<file path="src/rtl/ysyx_22040125_pipe_ctrl.sv">
// Pipeline sequencing controller: PC / IF-ID / ID-EXE / EXE-MEM enables and flushes plus the mul/div hold FSM.
// Optional performance counters are enabled with `define YSYX_22040125_PERF_CNT_EN.
module ysyx_22040125_pipe_ctrl #(
  parameter int MUL_LAT = 3,
  parameter int DIV_LAT = 16
) (
  input  logic       clk,
  input  logic       rst,
  input  logic       id_valid,
  input  logic [4:0] id_rs1,
  input  logic [4:0] id_rs2,
  input  logic       id_use_rs1,
  input  logic       id_use_rs2,
  input  logic       exe_valid,
  input  logic [4:0] exe_rd,
  input  logic       exe_wen,
  input  logic       exe_is_load,
  input  logic       exe_muldiv,
  input  logic       exe_is_div,
  input  logic       exe_branch_taken,
  input  logic       mem_busy,
  output logic       pc_en,
  output logic       if_id_en,
  output logic       id_exe_en,
  output logic       exe_mem_en,
  output logic       if_id_flush,
  output logic       id_exe_flush,
  output logic       muldiv_busy,
  output logic       muldiv_done
`ifdef YSYX_22040125_PERF_CNT_EN
  ,
  output logic [63:0] perf_stall_cnt,
  output logic [63:0] perf_flush_cnt
`endif
);

  localparam int MAX_LAT = (MUL_LAT > DIV_LAT) ? MUL_LAT : DIV_LAT;
  localparam int CNT_W   = ($clog2(MAX_LAT) > 5) ? $clog2(MAX_LAT) : 5;

  localparam logic [CNT_W-1:0] MUL_CNT = CNT_W'(MUL_LAT - 1);
  localparam logic [CNT_W-1:0] DIV_CNT = CNT_W'(DIV_LAT - 1);
  localparam logic [CNT_W-1:0] CNT_ONE = CNT_W'(1);

  typedef enum logic [1:0] {
    S_IDLE = 2'd0,
    S_BUSY = 2'd1,
    S_DONE = 2'd2
  } md_state_e;

  md_state_e        state_q, state_d;
  logic [CNT_W-1:0] cnt_q, cnt_d;

  logic md_start;
  logic mstall;
  logic luh;
  logic branch_fire;

  // A taken branch squashes the EXE instruction, so it must never launch the FSM.
  assign md_start = exe_valid & exe_muldiv & ~exe_branch_taken;
  assign mstall   = ((state_q == S_IDLE) & md_start) | (state_q == S_BUSY);

  assign luh = exe_valid & exe_is_load & exe_wen & (exe_rd != 5'd0) & id_valid &
               ((id_use_rs1 & (id_rs1 == exe_rd)) | (id_use_rs2 & (id_rs2 == exe_rd)));

  // NOTE: state registers use non-blocking assignments so every flop samples the pre-edge value.
  always_ff @(posedge clk) begin
    if (rst) begin
      state_q <= S_IDLE;
      cnt_q   <= '0;
    end else begin
      state_q <= state_d;
      cnt_q   <= cnt_d;
    end
  end

  // NOTE: defaults first so every path assigns every signal and no latch is inferred.
  always_comb begin
    state_d = state_q;
    cnt_d   = cnt_q;
    unique case (state_q)
      S_IDLE: begin
        if (md_start) begin
          state_d = S_BUSY;
          cnt_d   = exe_is_div ? DIV_CNT : MUL_CNT;
        end
      end
      S_BUSY: begin
        // Counting ignores mem_busy; only the DONE hand-off waits for memory.
        if (cnt_q == '0) begin
          state_d = S_DONE;
        end else begin
          cnt_d = cnt_q - CNT_ONE;
        end
      end
      S_DONE: begin
        if (!mem_busy) state_d = S_IDLE;
      end
      default: begin
        state_d = S_IDLE;
        cnt_d   = '0;
      end
    endcase
  end

  always_comb begin
    pc_en        = 1'b0;
    if_id_en     = 1'b0;
    id_exe_en    = 1'b0;
    exe_mem_en   = 1'b0;
    if_id_flush  = 1'b0;
    id_exe_flush = 1'b0;
    branch_fire  = 1'b0;
    if (rst || mem_busy) begin
      // Everything frozen: reset outputs, or memory cannot retire.
    end else if (mstall) begin
      // EXE holds; EXE/MEM loads the bubble that results from EXE valid being masked upstream.
      exe_mem_en = 1'b1;
    end else if (exe_branch_taken) begin
      pc_en        = 1'b1;
      if_id_en     = 1'b1;
      id_exe_en    = 1'b1;
      exe_mem_en   = 1'b1;
      if_id_flush  = 1'b1;
      id_exe_flush = 1'b1;
      branch_fire  = 1'b1;
    end else if (luh) begin
      id_exe_en    = 1'b1;
      exe_mem_en   = 1'b1;
      id_exe_flush = 1'b1;
    end else begin
      pc_en      = 1'b1;
      if_id_en   = 1'b1;
      id_exe_en  = 1'b1;
      exe_mem_en = 1'b1;
    end
  end

  assign muldiv_busy = ~rst & (state_q == S_BUSY);
  assign muldiv_done = ~rst & (state_q == S_DONE);

`ifdef YSYX_22040125_PERF_CNT_EN
  logic [63:0] stall_cnt_q;
  logic [63:0] flush_cnt_q;

  always_ff @(posedge clk) begin
    if (rst) begin
      stall_cnt_q <= '0;
      flush_cnt_q <= '0;
    end else begin
      if (!pc_en)      stall_cnt_q <= stall_cnt_q + 64'd1;
      if (branch_fire) flush_cnt_q <= flush_cnt_q + 64'd1;
    end
  end

  assign perf_stall_cnt = stall_cnt_q;
  assign perf_flush_cnt = flush_cnt_q;
`else
  logic unused_branch_fire;
  assign unused_branch_fire = branch_fire;
`endif

endmodule

</file>
<file path="config.mk">
export PLATFORM = sky130hd
export DESIGN_NAME = ysyx_22040125_pipe_ctrl
export DESIGN_NICKNAME = d
export VERILOG_FILES = /design/src/rtl/ysyx_22040125_pipe_ctrl.sv
export SDC_FILE = /design/constraint.sdc
export NUM_CORES = 1
export LEC_CHECK = 0
export ABC_AREA = 1
export BUFFER_PORTS_ARGS = -buffer_cell sky130_fd_sc_hd__buf_2
export CAP_MARGIN = 10
export CORE_MARGIN = 4
export CORE_UTILIZATION = 44
export CTS_CLUSTER_SIZE = 14
export DETAILED_ROUTE_END_ITERATION = 8
export GPL_ROUTABILITY_DRIVEN = 0
export GPL_TIMING_DRIVEN = 1
export PLACE_DENSITY = 0.87
export SLEW_MARGIN = 10
export SYNTH_ARGS = -nofsm -noshare
export SYNTH_HDL_FRONTEND = slang
export SYNTH_SLANG_ARGS = --single-unit
</file>
<file path="constraint.sdc">
create_clock -name clk -period 1.8 [get_ports clk]
set_clock_uncertainty 0.2 [all_clocks]
set_input_delay 0.18 -clock clk [delete_from_list [all_inputs] [get_ports clk]]
set_output_delay 0.18 -clock clk [all_outputs]
set_load 0.005 [all_outputs]
</file>
* After elaboration in Yosys (flattened, before gate mapping)
Index checks and enable logic that the tools add are counted.
Word-level totals: word-level logic and storage cells 56, output and inout bits 8, input bits 27, flip-flop bits (word level) 7
Cells by class: mux-type cells 22, equality and inequality tests 8, add/subtract/negate cells 1, reductions and logical operators 6, bitwise logic cells 17
Operator list (count):
- $pmux 5 s3 | 1
- $mux 1 | 14
- $and 1x1->1 | 12
- $eq 5x5->1 | 2
- $mux 5 | 2
- $mux 2 | 3
- $ne 2x2->1 const B | 3
- $pmux 2 s3 | 1
- $reduce_and 3->1 | 2
- $logic_not 5->1 | 1
- $reduce_bool 5->1 | 1
- $sub 5x1->5 const B | 1
- $mux 4 | 1
- $not 1->1 | 3
- $eq 2x1->1 const B | 1
- $eq 2x2->1 const B | 1
- $logic_not 2->1 | 1
- $ne 2x1->1 const B | 1
- $or 1x1->1 | 2
- $logic_or 1x1->1 | 1

* Depth between registers and ports, before layout
Gate-level depths: netlist of run 1.
depth after elaboration 9, gate-level depth with buffers 10, gate-level depth less buffers 9

* Worst setup path after synthesis of run 1
Ideal clock, no wire load.
path type register -> output, start register state_q[1], end output pc_en, cell stages (with the launch flop) 7, slack 0.323 ns, path buffers 1, arrival 1.097 ns, required time 1.420 ns, cells stage by stage dfxtp_1 > nor2_2 > nand4_1 > and3_1 > nand2_1 > nand2_1 > buf_4
Between the ends: cells in the longest elaborated chain, start to end 5, elaborated cells on any way between the ends 6, those cells by class eq/ne (1); mux (2); bitwise (2); reduce/logical (1)
RTL lines:
- start, declared | line 50 | md_state_e state_q, state_d;
- start signal, assigned | line 71 | state_q <= state_d;
- $logic_not 2->1 | line 60 | assign mstall = ((state_q == S_IDLE) & md_start) | (state_q == S_BUSY);
- $and 1x1->1 | line 60
- $or 1x1->1 * | line 60
- $mux 1 * (2 in a row)
- end, declared | line 22 | output logic pc_en,
Mark *: on every way between the ends. The rest lies on a longest branch, timed or not.

* Worst setup path after layout of run 1
start register state_q[0], end output if_id_en
Between the ends: cells in the longest elaborated chain, start to end 5, elaborated cells on any way between the ends 6, those cells by class eq/ne (1); mux (2); bitwise (2); reduce/logical (1)
RTL lines:
- $logic_not 2->1 | line 60
- $and 1x1->1 | line 60
- $or 1x1->1 * | line 60
- $mux 1 * | line 115 | end else if (mstall) begin
- $mux 1 * | line 113 | if (rst || mem_busy) begin
- end, declared | line 23 | output logic if_id_en,
Marked as above.

==> results of run 1 <==
## state kept, by name, indices dropped and copies added, names as in the netlist
name	cells
cnt_q	5
state_q	2
## area by class of cell
class	instances	area, um2	area share
Sequential cell	7	145	0.152
Timing Repair Buffer	36	190	0.199
Multi-Input combinational cell	98	480	0.503
Inverter	25	93.8	0.0982
Clock buffer	4	26.3	0.0275
Tap cell	16	20.0	0.0209
## power by group through the flow
stage,sequential [mW],combinational (mW),clock [mW]
floorplan,0.181,0.125,0
global placement,0.182,0.183,0
detailed placement,0.183,0.188,0
CTS,0.180,0.192,0.145
global route,0.182,0.224,0.161
finish,0.180,0.197,0.143
## cell usage in the layout (no fill, tap or decap), drive strengths merged
master       count
nand2           47
buf             34
inv             25
nor2            24
nand3            7
dfxtp            7
a21oi            6
o21ai            5
clkbuf           4
nand4            2
ha               2
dlygate4sd3      2
and3             2
o21a             1
nor3             1
xor2             1
## layer usage
metal	vias to the layer above	routed length, um	track usage
li1	475	-	-
met1	381	770	0.205
met2	29	960	0.315
met3	7	144	0.0332
met4	0	52	0.0806
met5	-	0	0
## metrics by stage
stage / total power [mW] / worst slack, ns
after floorplan: 0.306 / 0.323
after global placement: 0.365 / 0.310
after detailed placement: 0.371 / 0.281
after CTS: 0.516 / 0.000520
after global routing: 0.568 / 0.0122
final: 0.520 / 0.106
## how the worst max path moves through the flow
stage | depth (start not counted) | to | start
2_1_floorplan | 6 | pc_en | state_q[1]$_SDFFE_PP0P_
3_3_place_gp | 7 | pc_en | state_q[0]$_SDFFE_PP0P_
4_1_cts | 7 | if_id_en | state_q[0]$_SDFFE_PP0P_
5_1_grt | 7 | pc_en | state_q[0]$_SDFFE_PP0P_
3_5_place_dp | 7 | if_id_en | state_q[0]$_SDFFE_PP0P_
6_report | 7 | if_id_en | state_q[0]$_SDFFE_PP0P_
## worst min-delay path: stages
cell     delay, ns
buf_2         0.10
nand4_1       0.10
a21oi_1       0.08
## kinds of logic (layout without fill, tap and decap cells)
kind of cell               Yosys count  in the layout
AOI/OAI and AO/OA                   12             12
xor gates and xnor gates             1              1
adders and majority gates            2              2
buffers and inverters               26             65
DFF                                  7              7
and+or+nand+nor                     83             83
## repair_timing
item	4_1_cts	5_1_grt
hold buffers	1	1
setup endpoints to repair	0	4
endpoints found under the hold margin	2	1
resized for setup	0	7
==> reports/qor.tcl, run 1 <==
set qor(final_design_area_no_fill_um2) 956
set qor(floorplan.die_area_um2) 2320
set qor(maximum_number_of_pins_on_one_net_before_global_route_repair) 8
set qor(netlist_top_cells_area) {nand2_1 (23%), dfxtp_1 (20%), inv_1 (12%)}
set qor(power_density_nw_per_um2) 544
set qor(critPathBufInv) 3
set qor(finalCritPeriodShare) 0.941
set qor(route.detailed.wl_per_inst_um) 10.4
set qor(cts-htree-levels) 1
set qor(synthXorXnorAreaFrac) 0.0123
set qor(route.detailed.drc) 0
set qor(worst_skew_pair.late_latency_ns) 0.25
set qor(layout_min_cycle_time_ns) 1.69
set qor(iter_0_drt_violations) 19
set qor(p_int_mw) 0.336
set qor(synthesis.area_per_instance_um2) 5.42
set qor(timing.setup.critical_path_class) {reg -> out}
set qor(synth.lib_cells_used.distinct) 20
set qor(global_route_wire_length_before_repair_um) 2930
set qor(num_rows) 14
set qor(num_vias) 892
set qor(netlist.top_cell.by_area) {nand2_1}
set qor(number_of_nets_in_the_layout) 200
set qor(hp-start) {exe_muldiv}
set qor(synth_top_flop_cell) {dfxtp_1}
set qor(rsz0062_at_grt) {false}
set qor(dpl_cell_area_um2) 892
set qor(clock_sink_count) 7
set qor(critical_path.endpoint_type) {output pin}
set qor(combinational_cell_fraction_of_total_power) 0.379
set qor(place.detailed.instances) 180
set qor(grt.overflow.total) 0
set qor(r2r_setup_slack_ns) 0.25
set qor(portBuffers) 34
set qor(fp.coreArea_um2) 1510
set qor(max_clock_freq_ghz) 0.590
set qor(ios) 35
set qor(tightestPinTransition_ns) 0.207
set qor(holdWs_ns) 0.0585
set qor(worst_ep_required_time_ns) 1.42
set qor(synth_top_family_by_area) {simple AND/OR/NAND/NOR gates}
set qor(finalMaxSlewViolations) 0
set qor(ys_seq_area_frac) 0.198
set qor(post-synth-top-count-cell) {nand2_1}
set qor(switching_share) 0.353
set qor(critical_path.reg2reg.startpoint) {cnt_q[0]$_SDFFE_PP0P_}
set qor(worstPathCellList) {inv_2, nor2_4, inv_2, and3_4, nand2_2, nand2_1, buf_2}
set qor(post_synth_fa_ha_maj_area_fraction) 0.0353
set qor(post-cts-setup-buffers) 0
set qor(initial_core_util) 0.471
set qor(syn_nets) 160
set qor(synth_edf_count) 0
set qor(postSynthCellCount) 131
set qor(grt_pass1_vias) 767
set qor(area_fraction_in_and_or_nand_and_nor_cells_after_synthesis) 0.524
set qor(grt_antenna_before_repair) 0
set qor(gr-usage-all-layers) 0.178
set qor(detail_route.wirelength_um) 1930
set qor(fraction_of_the_mapped_netlist_area_in_compound_gates) 0.0882
set qor(synth.top_cells.by_count) {nand2_1 (44), inv_1 (22), nor2_1 (19)}
set qor(cts_tree) {built}
set qor(cts_buffer_depth) 2
set qor(clkSlewWorstSetupHoldPaths_ns) 0.05
set qor(synthesis.yosys.warnings) 0
set qor(hold_path.class) {in -> reg}
set qor(peakVddDrop_v) 0.000467
set qor(synth.cell_area_um2) 709
set qor(critical_path_peak_fanout) 5
set qor(post_layout_utilization_of_the_core) 0.635
set qor(report.final.setup_viol) 0
set qor(cpMostUsedCell) {inv_2}
set qor(area_growth_syn_to_layout_pct) 34.7
set qor(detail_route.first_pass.iterations) 4
set qor(synth.top_cell.area_share) 0.233
set qor(share_of_synthesized_area_spent_on_multiplexers) 0
set qor(postRouteAntennaNets) 0
set qor(run_status) {completed}
set qor(slowest_cell_on_the_critical_path) {dfxtp_4}
set qor(number_of_standard_cells_in_the_layout_taps_in_and_fillers_out) 186
set qor(dp_hpwl_um) 1540
set qor(hold_viol) 0
set qor(fin_setup_tns_ns) 0
set qor(floorplan.die.height_um) 48.2
set qor(timing.critical_path.from_type) {flip-flop}
set qor(leakage_component_of_the_power_nw) 0.592
set qor(critPathArrivalTime_ns) 1.31
set qor(hold_path_depth) 3
set qor(share_seq_of_total_power) 0.347
set qor(holdPathEnd) {state_q[0]$_SDFFE_PP0P_}
set qor(net_switching_mw) 0.183
set qor(cp_top_family) {simple AND/OR/NAND/NOR gates}
set qor(worst_r2r_endpoint) {cnt_q[0]$_SDFFE_PP0P_}
set qor(antenna_cells) 0
set qor(p_clk_frac) 0.274
set qor(drive_gt1_frac) 0.312
set qor(timing.slew.headroom) 0.861
set qor(ys_seq_elements) 7
set qor(drt-vias-per-instance) 4.80
set qor(fillerInstances) 154
set qor(worstRegToRegCells) 8
set qor(clk_root_buffer_cell) {clkbuf_4}
set qor(drv_cap) 0
set qor(critical_path.max_stage_delay_ns) 0.36
set qor(ys_async_sr_fraction) 0
set qor(numCtsBuffers) 3
set qor(chipWidth_um) 48.2
Power figures use the tool's default switching activity.
==> inputs of run 2 (changes only) <==
--- a/config.mk
+++ b/config.mk
@@ -5,16 +5,15 @@
 export SDC_FILE = /design/constraint.sdc
 export NUM_CORES = 1
 export LEC_CHECK = 0
-export ABC_AREA = 1
 export BUFFER_PORTS_ARGS = -buffer_cell sky130_fd_sc_hd__buf_2
 export CAP_MARGIN = 10
 export CORE_MARGIN = 4
-export CORE_UTILIZATION = 44
+export CORE_UTILIZATION = 42
 export CTS_CLUSTER_SIZE = 14
 export DETAILED_ROUTE_END_ITERATION = 8
 export GPL_ROUTABILITY_DRIVEN = 0
 export GPL_TIMING_DRIVEN = 1
-export PLACE_DENSITY = 0.87
+export PLACE_DENSITY = 0.86
 export SLEW_MARGIN = 10
 export SYNTH_ARGS = -nofsm -noshare
 export SYNTH_HDL_FRONTEND = slang
==> run 2 against run 1 <==
Cell count is 28% lower. Critical path type is now in -> out. Count of clock-buffer cells in the layout stayed put. Core utilization is 7.1 points higher. Largest power group unchanged. Sequential power is 4% higher.
==> reports/qor.tcl, run 2 <==
set qor(syn_nets) 106
set qor(post-layout-total-power_mw) 0.558
set qor(p_int_mw) 0.368
set qor(area_growth_syn_to_layout_pct) 51.0
set qor(synth.cell_area_um2) 631
set qor(gr-usage-all-layers) 0.189
set qor(grt_use_met2) 0.280
set qor(fp.coreArea_um2) 1350
set qor(power_density_nw_per_um2) 586
set qor(synthesis.area_per_instance_um2) 8.19
set qor(post_layout_utilization_of_the_core) 0.705
set qor(clkSlewWorstSetupHoldPaths_ns) 0.05
set qor(leakage_component_of_the_power_nw) 0.438
set qor(final_design_area_no_fill_um2) 952
set qor(hold_path.class) {in -> reg}
set qor(p_clk_frac) 0.272
set qor(tightestPinTransition_ns) 0.384
set qor(timing.slew.headroom) 0.741
set qor(report.final.setup_viol) 0
set qor(slowest_cell_on_the_critical_path) {nor4_2}
set qor(worst_skew_pair.late_latency_ns) 0.26
set qor(net_switching_mw) 0.191
set qor(share_seq_of_total_power) 0.337
set qor(gr_peak_layer) {met2}
set qor(r2r_setup_slack_ns) 0.05
set qor(hold_path_depth) 2
set qor(route.detailed.wl_per_inst_um) 15.0
set qor(critical_path.max_stage_delay_ns) 0.36
set qor(dp_hpwl_um) 1410
set qor(ios) 35
set qor(worst_ep_required_time_ns) 1.42
set qor(iter_0_drt_violations) 15
set qor(hold_viol) 0
set qor(timing.setup.critical_path_class) {in -> out}
set qor(critical_path.reg2reg.startpoint) {cnt_q[0]$_SDFFE_PP0P_}
set qor(layout_commonest_cell) {buf_2}
set qor(antenna_cells) 0
set qor(critical_path_peak_fanout) 3
set qor(postSynthCellCount) 77
set qor(ys_async_sr_fraction) 0
set qor(ys_seq_elements) 7
set qor(cts-htree-levels) 1
set qor(synth_edf_count) 0
set qor(worstPathCellList) {buf_2, xor2_1, nor4_2, a32oi_1, o31a_1, buf_2}
set qor(rsz0062_at_grt) {true}
set qor(registers_with_the_most_flip_flops) {cnt_q: 5 flops, state_q: 2 flops}
set qor(cp_top_family) {compound AO/OA/AOI/OAI gates}
set qor(portBuffers) 34
set qor(grt_antenna_before_repair) 0
set qor(hp-start) {rst}
set qor(drive_gt1_frac) 0.517
set qor(cts_buffer_depth) 2
set qor(critPathBufInv) 2
set qor(holdPathEnd) {cnt_q[1]$_SDFFE_PP0P_}
set qor(finalMaxSlewViolations) 0
set qor(clock_sink_count) 7
set qor(flip_flop_count_of_the_largest_register_all_copies_and_words_added) 5
set qor(finalCritPeriodShare) 0.991
set qor(dpl_cell_area_um2) 827
set qor(numCtsBuffers) 3
set qor(combinational_cell_fraction_of_total_power) 0.391
set qor(initial_core_util) 0.467
set qor(seq_area_um2) 145
set qor(maximum_number_of_pins_on_one_net_before_global_route_repair) 11
set qor(num_rows) 13
set qor(groute.layer.met1.usage) 0.236
set qor(worstRegToRegCells) 6
set qor(floorplan.die.height_um) 46.8
set qor(drv_cap) 0
set qor(detail_route.wirelength_um) 1990
set qor(met3_usage) 0.0575
set qor(postRouteAntennaNets) 0
set qor(peakVddDrop_v) 0.000367
set qor(synth_top_flop_cell) {dfxtp_1}
set qor(critical_path.endpoint_type) {output pin}
set qor(synthesis.yosys.warnings) 0
set qor(layout.cells.most_common_list) {buf_2 (30), nor2_1 (7), xor2_1 (6), buf_4 (6)}
set qor(chipWidth_um) 46.8
set qor(synth.top_cell.area_share) 0.222
set qor(drt-vias-per-instance) 5.47
set qor(critPathArrivalTime_ns) 1.40
set qor(post-synth-top-count-cell) {xor2_1}
set qor(netlist_top_cells_area) {dfxtp_1 (22%), xor2_1 (11%), a211oi_1 (4.8%)}
set qor(multi_input_comb_area_um2) 497
set qor(grt_pass1_vias) 687
set qor(run_status) {completed}
set qor(clk_root_buffer_cell) {clkbuf_4}
set qor(timing.critical_path.from_type) {primary input}
set qor(num_vias) 728
set qor(top_register) {cnt_q}
set qor(ys_seq_area_frac) 0.222
set qor(fillerInstances) 109
set qor(layout_min_cycle_time_ns) 1.78
set qor(synth.lib_cells_used.distinct) 37
set qor(cpMostUsedCell) {buf_2}
set qor(netlist.top_cell.by_area) {dfxtp_1}
set qor(route.detailed.drc) 0
set qor(worst_r2r_endpoint) {cnt_q[4]$_SDFFE_PP0P_}
set qor(cts_tree) {built}
set qor(global_route_wire_length_before_repair_um) 2880
set qor(grt.overflow.total) 0
set qor(detail_route.first_pass.iterations) 5
set qor(number_of_nets_in_the_layout) 148
set qor(synth.top_cells.by_count) {xor2_1 (8), dfxtp_1 (7), inv_1 (7), nor2_1 (7), a21oi_1 (5)}
set qor(floorplan.die_area_um2) 2190
set qor(max_clock_freq_ghz) 0.561
set qor(switching_share) 0.342
[run 2: cell types whose count changed after synthesis, sizes merged, moves of 5 or more]
cell,before,now
nor2,24,7
xor2,1,8
nand3,7,2
nand2,47,3
a211oi,0,5
inv,25,7
[run 2: kinds of logic after synthesis]
| family | share of synthesized area |
|---|---|
| simple gates | 0.270 |
| buf+inv | 0.0655 |
| xor+xnor | 0.139 |
| fa+ha+maj | 0.0397 |
| compound gates | 0.264 |
| flops | 0.222 |
[run 2: metrics by stage]
step	worst slack [ns]	std cells	TNS (ns)	hold WS, ns
final	0.0162	133	0	0.00786
after global routing	-0.0618	133	-0.215	0.0200
after CTS	0.00759	133	0	0.0000141
after detailed placement	-0.0355	126	-0.0355	0.270
after global placement	-0.000291	126	-0.000291	0.263
after floorplan	0.0802	77	0	0.145
[run 2: cell type report]
cell class / count / share of cell area
multi-input cells: 60 / 0.522
clock buffers: 4 / 0.0276
repair buffers: 40 / 0.251
well taps: 15 / 0.0197
inverters: 7 / 0.0276
flip-flops and latches: 7 / 0.152
[run 2: how the worst max path moves through the flow]
| stage | to | cells past startpoint | start | slack (ns) |
|---|---|---|---|---|
| floorplan | cnt_q[4]$_SDFFE_PP0P_ | 6 | cnt_q[0]$_SDFFE_PP0P_ | 0.08 |
| global route | cnt_q[4]$_SDFFE_PP0P_ | 6 | cnt_q[0]$_SDFFE_PP0P_ | -0.06 |
| global placement | cnt_q[4]$_SDFFE_PP0P_ | 6 | cnt_q[0]$_SDFFE_PP0P_ | -0.0003 |
| finish | pc_en | 6 | exe_rd[0] | 0.02 |
| detailed placement | cnt_q[4]$_SDFFE_PP0P_ | 6 | cnt_q[0]$_SDFFE_PP0P_ | -0.04 |
| CTS | cnt_q[4]$_SDFFE_PP0P_ | 6 | cnt_q[1]$_SDFFE_PP0P_ | 0.008 |
[run 2: per-layer routing]
metal / wire length [um] / share of wire
met5: 0 / 0
met4: 42 / 0.021
met3: 147 / 0.074
met2: 1050 / 0.53
met1: 755 / 0.38
[run 2: power groups by stage]
stage | logic (mW) | registers, mW | clock network, mW
CTS | 0.195 | 0.186 | 0.159
global route | 0.240 | 0.190 | 0.172
detailed placement | 0.183 | 0.188 | 0
global placement | 0.179 | 0.187 | 0
finish | 0.218 | 0.188 | 0.152
floorplan | 0.121 | 0.182 | 0
[run 2: timing repair]
action | in CTS | in global routing
hold buffers | 1 | 0
setup endpoints to repair | 1 | 6
endpoints found under the hold margin | 1 | 0
resized for setup | 6 | 14
buffers inserted | 2 | 0
pin swaps | 3 | 9
